`config.mk`:
```
export PLATFORM = sky130hd
export DESIGN_NAME = fetch_if_stage_flat
export DESIGN_NICKNAME = d
export VERILOG_FILES = /design/src/rtl/fetch_if_stage_pkg.sv /design/src/rtl/fetch_if_stage_if.sv /design/src/rtl/fetch_if_stage_pkt_reg.sv /design/src/rtl/fetch_if_stage.sv /design/src/flat_wrapper.sv
export SDC_FILE = /design/constraint.sdc
export NUM_CORES = 1
export LEC_CHECK = 0
export BUFFER_PORTS_ARGS = -buffer_cell sky130_fd_sc_hd__buf_4
export CORE_UTILIZATION = 50
export DETAILED_ROUTE_END_ITERATION = 8
export GPL_ROUTABILITY_DRIVEN = 0
export GPL_TIMING_DRIVEN = 0
export HOLD_SLACK_MARGIN = 0.03
export PLACE_DENSITY = 0.73
export REMOVE_ABC_BUFFERS = 1
export SYNTH_ARGS = -nofsm -noshare
export SYNTH_HDL_FRONTEND = slang
export SYNTH_SLANG_ARGS = --single-unit
```
`constraint.sdc`:
```
create_clock -name i_clk -period 4.44 [get_ports i_clk]
set_input_delay 0.666 -clock i_clk [delete_from_list [all_inputs] [get_ports i_clk]]
set_output_delay 0.666 -clock i_clk [all_outputs]
set_load 0.05 [all_outputs]
```
`src/rtl/fetch_if_stage_pkg.sv`:
```
// Shared types and constants for the instruction-fetch stage and its IF/ID packet register.
package fetch_if_stage_pkg;

    typedef enum logic [1:0] {
        S_VEC = 2'd0,
        S_OP  = 2'd1,
        S_IMM = 2'd2
    } fetch_state_t;

    localparam logic [1:0] REDIR_NONE = 2'b00;
    localparam logic [1:0] REDIR_RST  = 2'b01;
    localparam logic [1:0] REDIR_JMP  = 2'b10;
    localparam logic [1:0] REDIR_INT  = 2'b11;

    localparam logic [3:0] TWO_BYTE_OPC_DEF = 4'hC;

    typedef struct packed {
        logic [7:0] instr;
        logic [7:0] imm;
        logic [7:0] pc_reg;
        logic [7:0] pc_plus_1;
        logic       is_2_byte;
        logic       nothing_here;
    } if_pkt_t;

    localparam if_pkt_t PKT_BUBBLE = '{
        instr:        8'h00,
        imm:          8'h00,
        pc_reg:       8'h00,
        pc_plus_1:    8'h00,
        is_2_byte:    1'b0,
        nothing_here: 1'b1
    };

endpackage

```
`src/rtl/fetch_if_stage_if.sv`:
```
// Fetch-stage bundle: hazard/redirect controls in, instruction memory port, decode-stage packet out.
interface fetch_if_stage_if;

    logic       stall_D;
    logic       flush_D;
    logic [1:0] redir_sel;
    logic [7:0] redir_target;
    logic [7:0] imem_addr;
    logic [7:0] imem_rdata;
    logic [7:0] instr_D;
    logic [7:0] imm_D;
    logic [7:0] pc_reg_D;
    logic [7:0] pc_plus_1_D;
    logic       is_2_byte_D;
    logic       nothing_here_D;

    modport master (
        output stall_D, flush_D, redir_sel, redir_target, imem_rdata,
        input  imem_addr, instr_D, imm_D, pc_reg_D, pc_plus_1_D, is_2_byte_D, nothing_here_D
    );

    modport slave (
        input  stall_D, flush_D, redir_sel, redir_target, imem_rdata,
        output imem_addr, instr_D, imm_D, pc_reg_D, pc_plus_1_D, is_2_byte_D, nothing_here_D
    );

endinterface

```
`src/rtl/fetch_if_stage_pkt_reg.sv`:
```
// IF/ID packet register: bubble-load beats hold, reset loads a bubble.
module fetch_if_stage_pkt_reg
    import fetch_if_stage_pkg::*;
(
    input  logic    i_clk,
    input  logic    i_reset,
    input  logic    i_hold,
    input  logic    i_bubble,
    input  if_pkt_t i_pkt,
    output if_pkt_t o_pkt
);

    if_pkt_t r_pkt;

    always_ff @(posedge i_clk) begin
        if (i_reset) begin
            r_pkt <= PKT_BUBBLE;
        end else if (i_bubble) begin
            r_pkt <= PKT_BUBBLE;
        end else if (!i_hold) begin
            r_pkt <= i_pkt;
        end
    end

    assign o_pkt = r_pkt;

endmodule

```
`src/rtl/fetch_if_stage.sv`:
```
// Instruction fetch: PC/vector FSM, two-byte instruction assembly, IF/ID packet register.
module fetch_if_stage
    import fetch_if_stage_pkg::*;
#(
    parameter logic [3:0] TWO_BYTE_OPC = TWO_BYTE_OPC_DEF
) (
    input  logic               i_clk,
    input  logic               i_reset,
    fetch_if_stage_if.slave    bus
);

    fetch_state_t r_state, w_state_nxt;
    logic [7:0]   r_pc, w_pc_nxt;
    logic         r_vec_addr, w_vec_addr_nxt;
    logic [7:0]   r_op_hold, w_op_hold_nxt;
    logic [7:0]   r_op_pc, w_op_pc_nxt;
    logic [7:0]   w_pc_inc;
    logic         w_redir;
    logic         w_bubble;
    if_pkt_t      w_pkt;
    if_pkt_t      w_pkt_q;

    assign w_pc_inc      = r_pc + 8'd1;
    assign w_redir       = (bus.redir_sel != REDIR_NONE);
    assign w_bubble      = w_redir | bus.flush_D;
    assign bus.imem_addr = (r_state == S_VEC) ? {7'd0, r_vec_addr} : r_pc;

    always_ff @(posedge i_clk) begin
        if (i_reset) begin
            r_state    <= S_VEC;
            r_pc       <= 8'h00;
            r_vec_addr <= 1'b0;
            r_op_hold  <= 8'h00;
            r_op_pc    <= 8'h00;
        end else begin
            r_state    <= w_state_nxt;
            r_pc       <= w_pc_nxt;
            r_vec_addr <= w_vec_addr_nxt;
            r_op_hold  <= w_op_hold_nxt;
            r_op_pc    <= w_op_pc_nxt;
        end
    end

    always_comb begin
        w_state_nxt    = r_state;
        w_pc_nxt       = r_pc;
        w_vec_addr_nxt = r_vec_addr;
        w_op_hold_nxt  = r_op_hold;
        w_op_pc_nxt    = r_op_pc;
        w_pkt          = PKT_BUBBLE;
        if (w_redir) begin
            // Leaving S_IMM here is what drops a half-fetched opcode.
            case (bus.redir_sel)
                REDIR_JMP: begin
                    w_pc_nxt    = bus.redir_target;
                    w_state_nxt = S_OP;
                end
                REDIR_INT: begin
                    w_vec_addr_nxt = 1'b1;
                    w_state_nxt    = S_VEC;
                end
                default: begin
                    w_vec_addr_nxt = 1'b0;
                    w_state_nxt    = S_VEC;
                end
            endcase
        end else if (!bus.stall_D || bus.flush_D) begin
            case (r_state)
                S_VEC: begin
                    w_pc_nxt    = bus.imem_rdata;
                    w_state_nxt = S_OP;
                end
                S_OP: begin
                    w_pc_nxt = w_pc_inc;
                    if (bus.imem_rdata[7:4] == TWO_BYTE_OPC) begin
                        w_op_hold_nxt = bus.imem_rdata;
                        w_op_pc_nxt   = r_pc;
                        w_state_nxt   = S_IMM;
                    end else begin
                        w_pkt.instr        = bus.imem_rdata;
                        w_pkt.pc_reg       = r_pc;
                        w_pkt.pc_plus_1    = w_pc_inc;
                        w_pkt.nothing_here = 1'b0;
                    end
                end
                S_IMM: begin
                    w_pkt.instr        = r_op_hold;
                    w_pkt.imm          = bus.imem_rdata;
                    w_pkt.pc_reg       = r_op_pc;
                    w_pkt.pc_plus_1    = w_pc_inc;
                    w_pkt.is_2_byte    = 1'b1;
                    w_pkt.nothing_here = 1'b0;
                    w_pc_nxt           = w_pc_inc;
                    w_state_nxt        = S_OP;
                end
                default: w_state_nxt = S_VEC;
            endcase
        end
    end

    fetch_if_stage_pkt_reg u_pkt_reg (
        .i_clk    (i_clk),
        .i_reset  (i_reset),
        .i_hold   (bus.stall_D),
        .i_bubble (w_bubble),
        .i_pkt    (w_pkt),
        .o_pkt    (w_pkt_q)
    );

    assign bus.instr_D        = w_pkt_q.instr;
    assign bus.imm_D          = w_pkt_q.imm;
    assign bus.pc_reg_D       = w_pkt_q.pc_reg;
    assign bus.pc_plus_1_D    = w_pkt_q.pc_plus_1;
    assign bus.is_2_byte_D    = w_pkt_q.is_2_byte;
    assign bus.nothing_here_D = w_pkt_q.nothing_here;

endmodule

```
`src/flat_wrapper.sv`:
```
// flat-port wrapper written by rule: the top's interface ports become plain ports
module fetch_if_stage_flat import fetch_if_stage_pkg::*;
#(
    parameter logic [3:0] TWO_BYTE_OPC = TWO_BYTE_OPC_DEF
)
  (i_clk, i_reset, bus_stall_D, bus_flush_D, bus_redir_sel, bus_redir_target, bus_imem_rdata, bus_imem_addr, bus_instr_D, bus_imm_D, bus_pc_reg_D, bus_pc_plus_1_D, bus_is_2_byte_D, bus_nothing_here_D);
  fetch_if_stage_if bus_i ();
  input  logic i_clk;
  input  logic i_reset;
  input wire logic [$bits(bus_i.stall_D)-1:0] bus_stall_D;
  input wire logic [$bits(bus_i.flush_D)-1:0] bus_flush_D;
  input wire logic [$bits(bus_i.redir_sel)-1:0] bus_redir_sel;
  input wire logic [$bits(bus_i.redir_target)-1:0] bus_redir_target;
  input wire logic [$bits(bus_i.imem_rdata)-1:0] bus_imem_rdata;
  output wire logic [$bits(bus_i.imem_addr)-1:0] bus_imem_addr;
  output wire logic [$bits(bus_i.instr_D)-1:0] bus_instr_D;
  output wire logic [$bits(bus_i.imm_D)-1:0] bus_imm_D;
  output wire logic [$bits(bus_i.pc_reg_D)-1:0] bus_pc_reg_D;
  output wire logic [$bits(bus_i.pc_plus_1_D)-1:0] bus_pc_plus_1_D;
  output wire logic [$bits(bus_i.is_2_byte_D)-1:0] bus_is_2_byte_D;
  output wire logic [$bits(bus_i.nothing_here_D)-1:0] bus_nothing_here_D;
  assign bus_i.stall_D = bus_stall_D;
  assign bus_i.flush_D = bus_flush_D;
  assign bus_i.redir_sel = bus_redir_sel;
  assign bus_i.redir_target = bus_redir_target;
  assign bus_i.imem_rdata = bus_imem_rdata;
  assign bus_imem_addr = bus_i.imem_addr;
  assign bus_instr_D = bus_i.instr_D;
  assign bus_imm_D = bus_i.imm_D;
  assign bus_pc_reg_D = bus_i.pc_reg_D;
  assign bus_pc_plus_1_D = bus_i.pc_plus_1_D;
  assign bus_is_2_byte_D = bus_i.is_2_byte_D;
  assign bus_nothing_here_D = bus_i.nothing_here_D;
  fetch_if_stage #(.TWO_BYTE_OPC(TWO_BYTE_OPC)) u_core (.i_clk(i_clk), .i_reset(i_reset), .bus(bus_i));
endmodule
```
# Word level (Yosys, flattened, before mapping)
# Cells that the tools add are included.
[totals]
word_cells = 56
output_inout_bits = 42
in_bits = 22
regBits = 61
[op_classes]
bitwise_logic = 3
n_addsub = 1
n_reduce_logical = 13
n_eq_ne = 7
muxes = 21
[ops]
columns = ["operator", "n"]
rows = [
  ["two-way mux 34 bit", 2],
  ["two-way mux 8 bit", 6],
  ["case mux 16 bit (2 select lines)", 1],
  ["case mux 8 bit (2 select lines)", 2],
  ["two-way mux 16 bit", 1],
  ["adder 8 x 1 -> 8 bit, second input constant", 1],
  ["equality test 2 bit, second input constant", 3],
  ["two-way mux 2 bit", 3],
  ["OR reduction 2 bit", 3],
  ["equality test 4 bit, second input constant", 1],
  ["case mux 1 bit (2 select lines)", 2],
  ["case mux 2 bit (2 select lines)", 1],
  ["AND reduction 2 bit", 2],
  ["AND reduction 4 bit", 1],
  ["nonzero test 2 bit", 2],
  ["two-way mux 1 bit", 3],
  ["inequality test 3 x 1 -> 1 bit, second input constant", 1],
  ["AND reduction 3 bit", 1],
  ["nonzero test 3 bit", 1],
  ["equality test 2 x 1 -> 1 bit, second input constant", 1],
  ["zero test 2 bit", 1],
  ["inequality test 2 bit, second input constant", 1],
  ["NOT 1 bit", 2],
  ["zero test 1 bit", 1],
  ["other kinds (2)", 2],
]

# Longest topological paths before layout
# Gate-level depths: netlist of run 1.
[depth]
depth_word = 5
mapped_depth = 7
mapped_depth_nobuf = 6

# Modules after synthesis
# A second synthesis of run 1 with hierarchy kept.
[hier_totals]
cells_unflattened = 353
hier_area_um2 = 3031.7
[by_module_without_submodules]
columns = ["module", "cells_per_inst", "area_per_inst_um2", "seq_area_each_um2", "instances"]
rows = [
  ["fetch_if_stage", 242, 1789.2, 540.5, 1],
  ["fetch_if_stage_pkt_reg", 111, 1242.4, 680.7, 1],
]

# Worst setup path after synthesis of run 1
# No wires, ideal clock.
[synth_timing]
path_type = "register to output"
start = "register u_core.r_state[0]"
end = "output bus_imem_addr[1]"
path_stages_with_launch = 4
required_ns = 3.774
setup_slack_ns = 2.364
arrival_ns = 1.410
n_path_buf = 0
cell_sequence = "dfxtp_1 inv_1 ha_1 nor2b_1"
[synth_via]
elab_chain_cells = 2
[synth_lines]
columns = ["item", "line", "text"]
rows = [
  ["from (decl)", "fetch_if_stage.sv:12", "fetch_state_t r_state, w_state_nxt;"],
  ["from (signal assigned)", "fetch_if_stage.sv:36", "r_state <= w_state_nxt;"],
  ["zero test 2 bit", "fetch_if_stage.sv:26", "assign bus.imem_addr = (r_state == S_VEC) ? {7'd0, r_vec_addr} : r_pc;"],
  ["two-way mux 8 bit", "fetch_if_stage.sv:26", ""],
  ["to (decl)", "flat_wrapper.sv:15", "output wire logic [$bits(bus_i.imem_addr)-1:0] bus_imem_addr;"],
]
# Every way passes these cells.

# Worst setup path in the final report of run 1
[layout_timing]
start = "input i_reset"
end = "register u_core.u_pkt_reg.r_pkt, in the netlist u_core.u_pkt_reg.o_pkt[14]"
[layout_via]
elab_chain_cells = 1
[layout_lines]
columns = ["item", "line", "text"]
rows = [
  ["from (decl)", "flat_wrapper.sv:9", "input logic i_reset;"],
  ["OR reduction 2 bit (no line)", "-", ""],
  ["to (signal assigned)", "fetch_if_stage_pkt_reg.sv:21", "r_pkt <= i_pkt;"],
  ["to (decl)", "fetch_if_stage_pkt_reg.sv:13", "if_pkt_t r_pkt;"],
]
# Every way passes these cells.
# A chain may end at the register's enable or synchronous reset.

==> run_results.csv, run 1 <==
group,metric,value,unit
floorplan,core_area,5200,um2
placement,pre_cts_ws,1.67,ns
timing,rsz0062_at_grt,"false",
placement,place_hpwl,4620,um
min_path,hold_path_depth,2,
route,wirelength,6850,um
setup_path,critPathLaunchType,"input port",
synthesis,synth.top_cell.area_share,44.6,%
clock_network,clock_path_buffers,2,
route,drt_iter0_drc,149,
floorplan,dieArea,5770,um2
timing,final_hold_viol_count,0,
timing,drv_slew,0,
synthesis,synth_top_cells_by_count,"dfxtp_1 (61), nor2_1 (41), nand2_1 (31), a22oi_1 (24)",
setup_path,worstPathArrival,2.65,ns
synthesis,yosys_warnings,0,
timing,max_freq,0.418,GHz
power,power_density,362,nW/um2
synthesis,yosysUniqueCellTypes,49,
synthesis,synth_top_family_by_area,"compound AO/OA/AOI/OAI gates",
synthesis,syn_area,2740,um2
clock_network,cts_resized,0,
setup_path,critPathBufInv,2,
placement,dpl_cell_area,3200,um2
timing,fin_crit_sh,53.9,%
setup_path,cp.required,4.69,ns
setup_path,crit_type,"input port to flip-flop",
global_routing,grt_pass1_wl,11300,um
clock_network,cts_setup_buffers,0,
job,maxCapViolCount,0,
synthesis,synth_adder_area_share,2.29,%
synthesis,synthXorXnorAreaFrac,1.60,%
route,first_pass_iters,5,
placement,dp.cells,424,
setup_path,worstSetupEndpointType,"flip-flop",
global_routing,antenna_found_initial,0,
synthesis,synth_edf_count,0,
timing,finalSetupViolCount,0,
finish,syn_to_final_growth,25.2,%
timing,worst_pin_slew,0.991,ns
timing,period_needed,2.40,ns
global_routing,grt_usage,24.7,%
clock_network,clkSinkCount,61,
clock_network,clk_pin_slew_worst_paths,0.06,ns
power,p_total,1.24,mW
synthesis,synthMuxAreaShare,6.26,%
route,via_count,2489,
finish,finalInstanceArea,3430,um2
clock_network,cts_tree,"done",
synthesis,synth.most_common_cell,"dfxtp_1",
finish,utilization,65.8,%
clock_network,ctsHoldBuffers,0,
synthesis,ys_top_cells_by_area,"dfxtp_1 (45%), a22oi_1 (6.6%), mux2i_1 (5.9%)",
synthesis,syn-instance-count,315,
finish,nets,392,
finish,layoutNonFillerInstCount,440,
outcome,status,"finished clean",
setup_path,cp_slowest_cell,"or4_1",
finish,filler_cell_count,467,
setup_path,critPathTopFamily,"simple AND/OR/NAND/NOR gates",
synthesis,yosysTopAreaCell,"dfxtp_1",
setup_path,path_depth,6,
setup_path,cp_max_fo,28,
route,antenna_left,0,
power,ir_drop,227,uV
floorplan,start_util,52.6,%
setup_path,reg2regPathDepth,5,
route,routed_via_density,5.66,
timing,relSlewSlack,33.6,%
finish,diodes,0,
floorplan,io_pins,64,
clock_network,cts_root_buf,"clkbuf_8",
timing,setup_slack,2.04,ns
global_routing,grt_pass1_vias,2354,
route,routedWlPerCell,15.6,um
floorplan,die_h,76.0,um
synthesis,syn_avg_cell_area,8.69,um2
floorplan,die_w,76.0,um
timing,hold_ws,0.448,ns
synthesis,ys_seq_area_share,44.6,%
synthesis,synth_compound_area_share,19.9,%
setup_path,cp_cell_sequence,"buf_4, or4_1, nor2_1, buf_6, nand2_1, o21ai_0",
synthesis,ys_ff_latch,61,
synthesis,synth-async-reset-ratio,0,%
synthesis,synthSimpleGateAreaFrac,19.9,%
setup_path,slowest_delay,0.71,ns
clock_network,cts_buffers,9,
global_routing,grt_overflow,0,
global_routing,grt_max_degree,29,
placement,io_buffers,63,
power,p_leak,1.43,nW
floorplan,rows,26,
min_path,min_path_type,"flip-flop to flip-flop",
timing,skew,0.00538,ns
synthesis,synth_flop_cell,"dfxtp_1",
finish,drive_above_1_share,23.2,%
clock_network,htreeDepth,3,
route,drt_drc_violations_left,0,
timing,fin_tns_setup,0,ns
clock_network,clock_latency,0.33,ns
## where the power goes
group | internal [mW] | leakage (nW) | switching (mW)
Clock | 0.345 | 0.116 | 0.215
Sequential | 0.555 | 0.494 | 0.0167
Combinational | 0.0431 | 0.820 | 0.0661
Total | 0.943 | 1.43 | 0.298
## per-layer routing
metal / global-route usage (%) / vias up / part of all wire [%]
met1: 32.6 / 1195 / 45
met5: 0 / - / 0
met4: 11.9 / 0 / 2.1
met2: 39.1 / 78 / 48
li1: - / 1203 / -
met3: 4.55 / 13 / 5.5
## cell type report
class                           count  area [um2]  area share (%)
Clock inverter                      4        70.1            2.05
Inverter                           10        37.5            1.10
Clock buffer                       12         155            4.53
Sequential cell                    61        1220            35.6
Multi-Input combinational cell    219        1370            40.0
Tap cell                           70        87.6            2.56
Timing Repair Buffer               64         484            14.1
## cells in the final DEF, fill, tap and decap left out, types with 10 or more instances in the layout
master and count:
buf_4 63, dfxtp_1 61, nor2_1 41, nand2_1 31
a22oi_1 24, mux2i_1 16, o21ai_1 14, clkbuf_8 11
inv_1 10, o21ai_0 10
## state kept, by name, indices dropped and copies added (netlist names)
register,flops
u_core.r_state,2
u_core.r_op_pc,8
u_core.r_op_hold,8
u_core.u_pkt_reg.o_pkt,34
u_core.r_vec_addr,1
u_core.r_pc,8
## logic make-up after synthesis
kind of cell    after synthesis
fa+ha+maj                     5
simple gates                111
compound gates               81
buf+inv                      35
mux                          17
xor+xnor                      5
flops                        61
## final timing paths
check                                   startpoint                                      end  slack, ns
setup / recovery                           i_reset  u_core.u_pkt_reg.o_pkt[14]$_SDFFE_PP0N_       2.04
hold / removal    u_core.r_op_hold[7]$_SDFFE_PP0P_         u_core.r_op_hold[7]$_SDFFE_PP0P_       0.45
hold reg to reg   u_core.r_op_hold[7]$_SDFFE_PP0P_         u_core.r_op_hold[7]$_SDFFE_PP0P_       0.45
setup reg to reg    u_core.r_state[1]$_SDFFE_PP0P_           u_core.r_state[0]$_SDFFE_PP0P_       2.33
## worst register-to-register path, cell delays in order, from the launching register on
cell      delay [ns]
dfxtp_1         0.34
inv_1           0.08
ha_1            0.27
nor2b_2         0.85
o21ai_0         0.19
a311oi_1        0.29
Power figures use the tool's default switching activity.
==> run 2, diff against run 1 <==
Settings changed: CORE_UTILIZATION 50 to 48.
Clock period 4.44 ns to 2 ns, I/O delays scaled along.
==> run 2 against run 1 <==
Die area rose by 4.1%. Clock-buffer cell count fell by 3. Non-clock buffer count fell by 1. Final area fell by 0.11%.
==> run_results.csv, run 2 (same netlist as run 1, synthesis figures left out) <==
group,metric,value,unit
outcome,status,"finished clean",
floorplan,io_pins,64,
power,power.switching,668,uW
setup_path,cp_slowest_cell,"mux2_2",
global_routing,grt_usage,23.8,%
route,routed_via_density,5.66,
finish,syn_to_final_growth,25.1,%
route,first_pass_iters,5,
setup_path,cp_cell_sequence,"inv_1, ha_2, mux2_2, buf_4",
placement,io_buffers,63,
floorplan,rows,27,
global_routing,grt_overflow,0,
power,power_density,787,nW/um2
timing,fin_crit_sh,94.6,%
min_path,min_path_type,"input port to flip-flop",
timing,worst_pin_slew,0.861,ns
global_routing,grt_max_degree,29,
placement,pre_cts_ws,-0.749,ns
finish,utilization,62.1,%
power,ir_drop,424,uV
finish,final-seq-area,1220,um2
setup_path,slowest_delay,0.35,ns
global_routing,antenna_found_initial,0,
clock_network,cts_root_buf,"clkbuf_8",
clock_network,ctsHoldBuffers,0,
clock_network,cts_buffers,9,
setup_path,reg2reg_to,"u_core.u_pkt_reg.o_pkt[8]$_SDFFE_PP0N_",
setup_path,cp.required,1.70,ns
placement,place_hpwl,4520,um
setup_path,r2r_slack,0.18,ns
finish,diodes,0,
floorplan,dieArea,6010,um2
clock_network,cts_tree,"done",
setup_path,path_depth,4,
route,drt_drc_violations_left,0,
setup_path,crit_type,"flip-flop to primary output",
setup_path,r2r-start,"u_core.r_state[1]$_SDFFE_PP0P_",
setup_path,critPathBufInv,2,
timing,final_hold_viol_count,0,
setup_path,critPathLaunchType,"flip-flop",
timing,finalSetupViolCount,0,
timing,skew,0.00439,ns
power,p_comb_share,9.1,%
setup_path,critPathTopFamily,"multiplexers",
clock_network,clkSinkCount,61,
finish,nets,391,
floorplan,die_w,77.5,um
setup_path,reg2regPathDepth,5,
timing,setup_slack,0.108,ns
setup_path,worstPathArrival,1.59,ns
timing,max_freq,0.529,GHz
global_routing,grt_pass1_vias,2325,
timing,relSlewSlack,42.1,%
finish,final_common_cell,"buf_4",
route,routedWlPerCell,15.3,um
route,antenna_left,0,
route,wirelength,6740,um
floorplan,core_area,5510,um2
timing,rsz0062_at_grt,"false",
finish,largest_register_ffs,34,
placement,dpl_cell_area,3190,um2
clock_network,clock_path_buffers,2,
finish,multi_input_area,1390,um2
floorplan,die_h,77.5,um
floorplan,start_util,49.7,%
timing,period_needed,1.89,ns
setup_path,cp-startpoint,"u_core.r_state[0]$_SDFFE_PP0P_",
power,p_total,2.69,mW
finish,filler_cell_count,505,
power,intPower,2.03,mW
route,drt_iter0_drc,165,
clock_network,htreeDepth,3,
setup_path,cp_max_fo,9,
finish,finalInstanceArea,3420,um2
clock_network,clock_latency,0.33,ns
clock_network,clk_pin_slew_worst_paths,0.07,ns
power,p_leak,1.42,nW
route,via_count,2496,
power,p_sw_share,24.8,%
finish,drive_above_1_share,24.1,%
setup_path,crit_path_end,"bus_imem_addr[0]",
finish,final_cell_mix,"buf_4 (63), dfxtp_1 (61), nor2_1 (40)",
setup_path,worstSetupEndpointType,"primary output",
global_routing,grt_pass1_wl,11200,um
power,seqPwrFrac,47.1,%
timing,drv_slew,0,
job,maxCapViolCount,0,
timing,fin_tns_setup,0,ns
power,clkPwrFrac,43.8,%
[run 2: cell count changes in the layout (fill, tap and decap cells not counted), moves of 2 or more]
cell,previous run,this run
clkbuf_8,11,9
clkinv_2,2,4
ha_1,5,3
ha_2,0,2
[run 2: repair_timing]
item                                    4_1_cts  5_1_grt
resized for setup                             4        1
endpoints found under the setup margin       22       13
setup buffers                                 0        0
[run 2: per-layer routing]
| layer | global-route usage (%) | routed length [um] |
|---|---|---|
| met2 | 36.3 | 3120 |
| met1 | 31.9 | 3010 |
| met5 | 0 | 0 |
| met3 | 4.94 | 459 |
| met4 | 11.7 | 142 |
[run 2: power groups by stage]
| stage | clock (mW) | sequential, mW | combinational, mW |
|---|---|---|---|
| after global placement | 0 | 1.30 | 0.236 |
| after floorplan | 0 | 1.28 | 0.138 |
| after detailed placement | 0 | 1.30 | 0.238 |
| after CTS | 1.20 | 1.27 | 0.242 |
| after global routing | 1.26 | 1.27 | 0.266 |
| final | 1.18 | 1.27 | 0.245 |
[run 2: final cells by class]
cell class,instances,share of cell area (%)
timing repair buffer,63,13.8
multi-input combinational,219,40.5
tap,72,2.63
inverter,10,1.10
clock buffer,9,3.62
sequential,61,35.7
clock inverter,7,2.60
[run 2: metrics by stage]
step           std cells  hold slack [ns]
2_1_floorplan        290            0.369
4_1_cts              441            0.186
3_3_place_gp         425            0.433
5_1_grt              441            0.198
3_5_place_dp         425            0.443
6_report             441            0.202
[run 2: worst min-delay path by stage]
| stage | start | endpoint | cells after the start |
|---|---|---|---|
| after floorplan | i_reset | u_core.r_op_hold[6]$_SDFFE_PP0P_ | 1 |
| after global placement | u_core.r_op_hold[7]$_SDFFE_PP0P_ | u_core.r_op_hold[7]$_SDFFE_PP0P_ | 2 |
| after detailed placement | u_core.u_pkt_reg.o_pkt[5]$_SDFFE_PP0N_ | u_core.u_pkt_reg.o_pkt[5]$_SDFFE_PP0N_ | 2 |
| after CTS | bus_redir_sel[0] | u_core.r_state[0]$_SDFFE_PP0P_ | 2 |
| after global routing | bus_redir_sel[0] | u_core.r_state[0]$_SDFFE_PP0P_ | 2 |
| final | bus_redir_sel[0] | u_core.r_state[0]$_SDFFE_PP0P_ | 2 |
==> run 3, diff against run 2 <==
Settings changed: GPL_TIMING_DRIVEN 0 to default, PLACE_DENSITY 0.73 to default, PLACE_DENSITY_LB_ADDON from default to 0.2.
==> run 3 against run 2 <==
Register-to-register slack gained 0.13 ns. Clock power fell by 14%. Sequential cell count is the same. Sequential share of layout area decreased by 0.72 points. Global-route usage grew 1.0 points. Wire length grew 4.6%. Final cell count increased by 3.4%. Hold slack worse by 0.011 ns. Fmax up 0.15%. Final area grew 2.0%. Power down 5.4%. Critical path type unchanged.
==> run_results.csv, run 3 (same netlist as run 1, synthesis figures left out) <==
group,metric,value,unit
outcome,status,"finished clean",
floorplan,core_area,5510,um2
timing,relSlewSlack,63.1,%
finish,final_cell_mix,"buf_4 (78), dfxtp_1 (61), nor2_1 (41)",
clock_network,cts_tree,"done",
timing,rsz0062_at_grt,"false",
setup_path,cp_cell_sequence,"inv_1, ha_2, mux2_2, buf_4",
finish,layoutNonFillerInstCount,456,
timing,fin_crit_sh,94.4,%
setup_path,cp_slowest_cell,"mux2_2",
clock_network,clock_path_buffers,2,
route,antenna_left,0,
placement,place_hpwl,5080,um
placement,dpl_cell_area,3300,um2
finish,diodes,0,
global_routing,grt_max_degree,28,
setup_path,slowest_delay,0.35,ns
setup_path,critPathLaunchType,"flip-flop",
finish,final_common_cell,"buf_4",
finish,finalInstanceArea,3490,um2
floorplan,io_pins,64,
setup_path,worstSetupEndpointType,"primary output",
global_routing,grt_usage,24.8,%
timing,skew,0.00701,ns
floorplan,dieArea,6010,um2
route,first_pass_iters,4,
setup_path,cp_max_fo,9,
route,via_count,2513,
finish,utilization,63.4,%
timing,hold_ws,0.191,ns
clock_network,clock_latency,0.33,ns
clock_network,clkSinkCount,61,
timing,drv_slew,0,
job,maxCapViolCount,0,
min_path,min_path_type,"input port to flip-flop",
timing,finalSetupViolCount,0,
power,ir_drop,429,uV
setup_path,critPathBufInv,2,
finish,syn_to_final_growth,27.6,%
timing,worst_pin_slew,0.551,ns
clock_network,cts_root_buf,"clkbuf_8",
route,drt_iter0_drc,139,
global_routing,antenna_found_initial,0,
setup_path,critPathTopFamily,"multiplexers",
setup_path,worstPathArrival,1.59,ns
route,routedWlPerCell,15.5,um
power,p_leak,1.48,nW
floorplan,die_w,77.5,um
finish,largest_register_ffs,34,
clock_network,htreeDepth,3,
route,routed_via_density,5.51,
timing,setup_slack,0.111,ns
floorplan,start_util,49.7,%
finish,drive_above_1_share,26.0,%
clock_network,cts_setup_buffers,0,
clock_network,clk_pin_slew_worst_paths,0.07,ns
timing,max_freq,0.529,GHz
power,p_total,2.55,mW
clock_network,ctsHoldBuffers,0,
global_routing,grt_pass1_wl,11600,um
placement,io_buffers,63,
setup_path,cp.required,1.70,ns
route,drt_drc_violations_left,0,
floorplan,rows,27,
setup_path,crit_type,"flip-flop to primary output",
timing,final_hold_viol_count,0,
global_routing,grt_overflow,0,
placement,dp.cells,440,
clock_network,cts_resized,0,
global_routing,grt_pass1_vias,2396,
finish,nets,406,
floorplan,die_h,77.5,um
clock_network,cts_buffers,9,
timing,period_needed,1.89,ns
timing,fin_tns_setup,0,ns
placement,pre_cts_ws,0.278,ns
route,wirelength,7050,um
power,power_density,729,nW/um2
## run 3: cell types whose count changed in the layout (fill, tap and decap cells not counted), moves of 2 or more
cell and change:
buf_4 +15, clkbuf_8 +3, clkinv_2 -2, bufinv_16 -2
## run 3: layout make-up
class / instances / area (um2)
clock inverter: 3 / 18.8
clock buffer: 13 / 169
sequential: 61 / 1220
fill: 508 / 2010
inverter: 10 / 37.5
multi-input combinational: 219 / 1370
tap: 72 / 90.1
timing repair buffer: 78 / 586
## run 3: metal layers
layer | up-vias | part of all wire [%] | track usage [%]
met4 | 0 | 1.9 | 8.30
met1 | 1174 | 45 | 31.7
met2 | 89 | 47 | 40.1
met3 | 17 | 6.3 | 7.18
met5 | - | 0 | 0
li1 | 1233 | - | -
## run 3: path summary, 6_finish.rpt
| path | startpoint | end | slack [ns] | depth (start not counted) |
|---|---|---|---|---|
| setup / recovery | u_core.r_state[0]$_SDFFE_PP0P_ | bus_imem_addr[0] | 0.11 | 4 |
| hold reg to reg | u_core.r_op_hold[6]$_SDFFE_PP0P_ | u_core.r_op_hold[6]$_SDFFE_PP0P_ | 0.45 | 2 |
| hold / removal | bus_redir_sel[0] | u_core.r_state[0]$_SDFFE_PP0P_ | 0.19 | 2 |
| setup reg to reg | u_core.r_state[1]$_SDFFE_PP0P_ | u_core.r_state[0]$_SDFFE_PP0P_ | 0.31 | 5 |
## run 3: power breakdown
part	internal [mW]	switching (mW)	leakage (nW)
Sequential	1.23	0.0272	0.494
Combinational	0.112	0.162	0.888
Clock	0.550	0.464	0.0994
Total	1.89	0.654	1.48
